[src/rtl/byter_serializer.sv]
// Word-to-byte serializer: captures a DATA_W-bit word when idle and enabled,
// then streams it out as DATA_W/8 registered bytes on consecutive cycles.
module byter_serializer #(
  parameter int unsigned DATA_W    = 64,
  parameter bit          LSB_FIRST = 1'b1
) (
  input  logic              clk,
  input  logic              rst,
  input  logic              enable,
  input  logic [DATA_W-1:0] data_in,
  output logic [7:0]        byte_out,
  output logic              data_ready
);

  localparam int unsigned N_BYTES = DATA_W / 8;
  localparam int unsigned CNT_W   = (N_BYTES > 1) ? $clog2(N_BYTES) : 1;

  typedef enum logic {
    IDLE  = 1'b0,
    SHIFT = 1'b1
  } state_e;

  state_e              state_q;
  logic [CNT_W-1:0]    cnt_q;
  logic [DATA_W-1:0]   shreg_q;
  logic [7:0]          byte_q;
  logic                ready_q;

  logic [7:0]          head_byte;
  logic [DATA_W-1:0]   shreg_adv;
  logic                last_byte;

  // Byte at the output end of the shift register and the register after it leaves.
  always_comb begin
    head_byte = 8'h00;
    shreg_adv = '0;
    if (LSB_FIRST) begin
      head_byte = shreg_q[7:0];
      shreg_adv = shreg_q >> 8;
    end else begin
      head_byte = shreg_q[DATA_W-1 -: 8];
      shreg_adv = shreg_q << 8;
    end
  end

  assign last_byte = (cnt_q == CNT_W'(N_BYTES - 1));

  always_ff @(posedge clk) begin
    if (rst) begin
      state_q <= IDLE;
      cnt_q   <= '0;
      shreg_q <= '0;
      byte_q  <= 8'h00;
      ready_q <= 1'b0;
    end else begin
      case (state_q)
        IDLE: begin
          byte_q  <= 8'h00;
          ready_q <= 1'b0;
          if (enable) begin
            shreg_q <= data_in;
            cnt_q   <= '0;
            state_q <= SHIFT;
          end
        end
        SHIFT: begin
          // One byte per edge; enable and data_in are ignored until the word ends.
          byte_q  <= head_byte;
          ready_q <= 1'b1;
          shreg_q <= shreg_adv;
          if (last_byte) begin
            cnt_q   <= '0;
            state_q <= IDLE;
          end else begin
            cnt_q   <= cnt_q + CNT_W'(1);
          end
        end
        default: begin
          state_q <= IDLE;
          cnt_q   <= '0;
          byte_q  <= 8'h00;
          ready_q <= 1'b0;
        end
      endcase
    end
  end

  assign byte_out   = byte_q;
  assign data_ready = ready_q;

endmodule

[config.mk]
export PLATFORM = sky130hd
export DESIGN_NAME = byter_serializer
export DESIGN_NICKNAME = d
export VERILOG_FILES = /design/src/rtl/byter_serializer.sv
export SDC_FILE = /design/constraint.sdc
export NUM_CORES = 1
export LEC_CHECK = 0
export BUFFER_PORTS_ARGS = -buffer_cell sky130_fd_sc_hd__buf_2
export CORE_MARGIN = 5
export CORE_UTILIZATION = 53
export CTS_CLUSTER_SIZE = 30
export DETAILED_ROUTE_END_ITERATION = 16
export HOLD_SLACK_MARGIN = 0.15
export PLACE_DENSITY = 0.79
export SETUP_SLACK_MARGIN = 0.1
export SLEW_MARGIN = 20
export SYNTH_ARGS = -nofsm -noshare
export SYNTH_HDL_FRONTEND = slang
export SYNTH_SLANG_ARGS = --single-unit
[constraint.sdc]
create_clock -name clk -period 1.7 [get_ports clk]
set_clock_uncertainty 0.15 [all_clocks]
set_input_delay 0.17 -clock clk [delete_from_list [all_inputs] [get_ports clk]]
set_output_delay 0.17 -clock clk [all_outputs]
set_load 0.05 [all_outputs]
==> results.txt <==
* Crit path max fanout: 22
- Total wire length: 8529 um
* Power share of the clock group: 39.0%
- The detailed router finished its first iteration with 151 violations.
- Clock latency on the worst-skew pair: 0.35 ns
- Summed over all nets, wire length on met2 after detailed routing comes to 4439 um.
* Worst IR drop on VDD: 612.2 uV
- Summing the areas of all and, or, nand and nor instances in the mapped netlist gives 14.79% of the synthesized area.
* Leakage power of the design: 2.101 nW
* Clock Sink Count: 77
- Launching point of the worst reg2reg path: state_q
- The floorplan has 28 rows.
- CTS built an H-tree with a depth of 3.
- For this design the total switching power over the nets is 0.001060 W.
- By area, the combinational part of the netlist is dominated by multiplexers.
- Initial core utilization: 55.20%
- After floorplanning, the core was sized to cover 0.005991 mm^2.
* Count of different cell masters after synthesis: 18
- No sink is reached through more buffers than the 2 on the longest clock path.
- Area used by sequential logic in the layout: 0.001541 mm^2
- Overflow after GRT: 0
* Total internal power: 0.003375 W
* Synthesized-area fraction occupied by ao, oa, aoi and oai cells: 13.39%
- Area Overhead vs Synth: 42.04%
- Setup repair after global routing could not meet its margin everywhere.
- Multi-input gate area in the final layout: 0.001613 mm^2
- The Yosys step of the flow raised 0 warnings.
* Classification of the worst setup path: register to register
- Clock-pin slew of the registers on the worst-case setup and hold paths: 0.08 ns
- The die covers 0.007919 mm^2.
- Initial antenna violation count: 0
- Wire length on met1: 3592 um
* Number of nets with antenna violations after detailed routing: 0
- CP Launch Point: state_q
* Logic gate share of total power: 15.6%
- The worst path uses 89.31% of the clock period.
* Part of the Yosys area used for sequential elements: 46.61%
* Sum of internal, switching and leakage power: 0.004435 W
* Average wire length per cell after detail routing: 16.09 um
* Mux contribution to synthesized area: 19.37%
- Setup total negative slack on the finished layout was measured at 0 ns.
* Power per cell area: 944.3 mW/mm^2
- The first global-routing pass estimated 14210 um of wire.
- In this run the worst hold path is classified as primary input to register.
- The number of pins exceeding their max-slew limit in the final report was 0.
* Buffers on Ports: 75
* Commonest cells after routing, fill and taps aside: sky130_fd_sc_hd__dfxtp_1, sky130_fd_sc_hd__buf_2, sky130_fd_sc_hd__dlygate4sd3_1, sky130_fd_sc_hd__mux2i_1, sky130_fd_sc_hd__nor2b_1
- Setup Buffers After CTS: 0
- The flow ran to the end, and the final reports show no timing, DRC or antenna violations.
* Total half-perimeter wirelength after legalization and detailed placement: 5058 um
- Antenna cell count: 0
- Final Net Count: 519
- Worst slew margin relative to its limit: 67.49%
- Number of detailed-route iterations in the first pass: 4
* Most frequent standard cell in the layout excluding fill and tap cells: sky130_fd_sc_hd__dfxtp_1
- 76 I/O pins were placed.
* Critical Path End Type: register
- Net count of the mapped netlist: 384
- Cells after synthesis: 315
* Vias after detailed routing: 2745
* Max Fclk: 0.6587 GHz
* Synthesized-area fraction occupied by adder cells: 0.7567%
* CTS tree: built
* Switching fraction of total power: 23.91%
- Required time at the worst-slack endpoint: 1.79 ns
- Min-delay src: enable
* Final setup violation count: 0
- GP Congestion: 0.7375
* Met3 WL: 348 um
* Floorplan die width: 88.99 um
- Across the run, the number of max-cap violations was 0.
- Vias per cell: 5.179
- CTS buffer count: 9
* Worst hold-check slack: 0.2297 ns
* Sequential Power Share: 45.4%
* Crit start category: register
- Hold Vio Cnt, Final: 0
- In this run the cell area of the synthesized design comes to 0.003307 mm^2.
- Y dimension of the die: 88.99 um
* Top Layer Used: met4
- The tree is rooted in a sky130_fd_sc_hd__clkbuf_8.
- Total DRC errors in the routed layout: 0
- Fill cell instance count of the final layout: 382
* Fraction of layout instances using a drive strength above 1: 23.96%
- Pin count of the biggest net entering global routing: 37
- The synthesized netlist devotes 0% of its cell area to XOR and XNOR gates.
* Number of global-route vias before repair: 2949
* Total Routing Usage GR: 23.46%
- For the finished layout, the period the worst path requires is 1.518 ns.
- Data on the critical path arrives at its endpoint at 1.61 ns.
- Flop and latch count out of synthesis: 77
- At the pin with the least slew margin, the transition time is 0.4877 ns.
- Per-instance average area after synthesis: 10.50 um^2
==> timing repair <==
| action | CTS | global route |
|---|---|---|
| resized for setup | 0 | 4 |
| hold buffers | 65 | 0 |
| endpoints found under the setup margin | 0 | 15 |
| hold endpoints to repair | 66 | 0 |
==> state kept, by name, indices dropped and copies added, names as in the netlist <==
register    flops
shreg_q        64
cnt_q           3
state_q         1
byte_out        8
data_ready      1
==> cell type report <==
class	instances	share of cell area (%)
Inverter	1	0.07991
Clock buffer	11	3.223
Sequential cell	77	32.82
Timing Repair Buffer	154	25.28
Clock inverter	5	2.264
Multi-Input combinational cell	207	34.34
Tap cell	75	1.998
==> cells in the mapped netlist <==
library cell / n / area, um^2
sky130_fd_sc_hd__ha_1: 2 / 25.02
sky130_fd_sc_hd__and2_1: 8 / 50.05
sky130_fd_sc_hd__buf_2: 2 / 10.01
sky130_fd_sc_hd__inv_1: 1 / 3.750
sky130_fd_sc_hd__or2_2: 1 / 6.260
sky130_fd_sc_hd__or3b_1: 4 / 35.03
sky130_fd_sc_hd__a211oi_1: 57 / 427.9
sky130_fd_sc_hd__mux2i_1: 64 / 640.6
sky130_fd_sc_hd__nor2b_1: 57 / 356.6
sky130_fd_sc_hd__clkbuf_1: 16 / 60.06
sky130_fd_sc_hd__buf_8: 2 / 30.03
sky130_fd_sc_hd__buf_4: 5 / 37.54
sky130_fd_sc_hd__nor2_1: 9 / 33.78
sky130_fd_sc_hd__buf_6: 1 / 11.26
sky130_fd_sc_hd__dfxtp_1: 77 / 1541
sky130_fd_sc_hd__nand2_1: 2 / 7.510
sky130_fd_sc_hd__a21oi_1: 3 / 15.01
sky130_fd_sc_hd__buf_1: 4 / 15.01
==> per-layer routing <==
metal | up-vias | track usage [%]
li1 | 1384 | -
met1 | 1291 | 28.52
met2 | 57 | 41.57
met3 | 13 | 3.502
met4 | 0 | 9.337
met5 | - | 0
==> cells by family (layout without fill, tap and decap cells) <==
group,after synthesis,count (layout)
buffers and inverters,31,171
AOI/OAI and AO/OA,60,60
DFF,77,77
muxes,64,64
adders and majority gates,2,2
and+or+nand+nor,81,81
==> worst max-delay path, cell delays in order, from the launching register on <==
cell                       delay (ns)
sky130_fd_sc_hd__dfxtp_1         0.41
sky130_fd_sc_hd__buf_4           0.23
sky130_fd_sc_hd__clkinv_1        0.12
sky130_fd_sc_hd__buf_4           0.23
sky130_fd_sc_hd__a211oi_1        0.27
==> power by group through the flow <==
stage / registers (W) / logic, W / clock network (W)
after floorplan: 0.00205 / 0.000366 / 0
after global placement: 0.00205 / 0.000543 / 0
after detailed placement: 0.00205 / 0.000554 / 0
after CTS: 0.00201 / 0.000674 / 0.00176
after global routing: 0.00203 / 0.000759 / 0.00182
final: 0.00201 / 0.000690 / 0.00173
==> per-stage QoR <==
| step | worst slack (ns) | instance area [um^2] | util, % | std cells |
|---|---|---|---|---|
| floorplan | 0.3649 | 3307 | - | 315 |
| global placement | 0.3043 | 3770 | 62.93 | 449 |
| detailed placement | 0.1946 | 3770 | 62.93 | 449 |
| CTS | 0.1554 | 4678 | 78.09 | 530 |
| global route | 0.07766 | 4697 | 78.40 | 530 |
| finish | 0.1818 | 4697 | 78.40 | 530 |
==> final timing paths <==
| check | slack (ns) | endpoint | cells after the start |
|---|---|---|---|
| max | 0.18 | shreg_q[10] | 4 |
| min | 0.23 | shreg_q[62] | 3 |
| max reg2reg | 0.18 | shreg_q[10] | 4 |
| min reg2reg | 0.31 | byte_out[7] | 1 |
No activity file was read; power rests on OpenSTA's default activity.
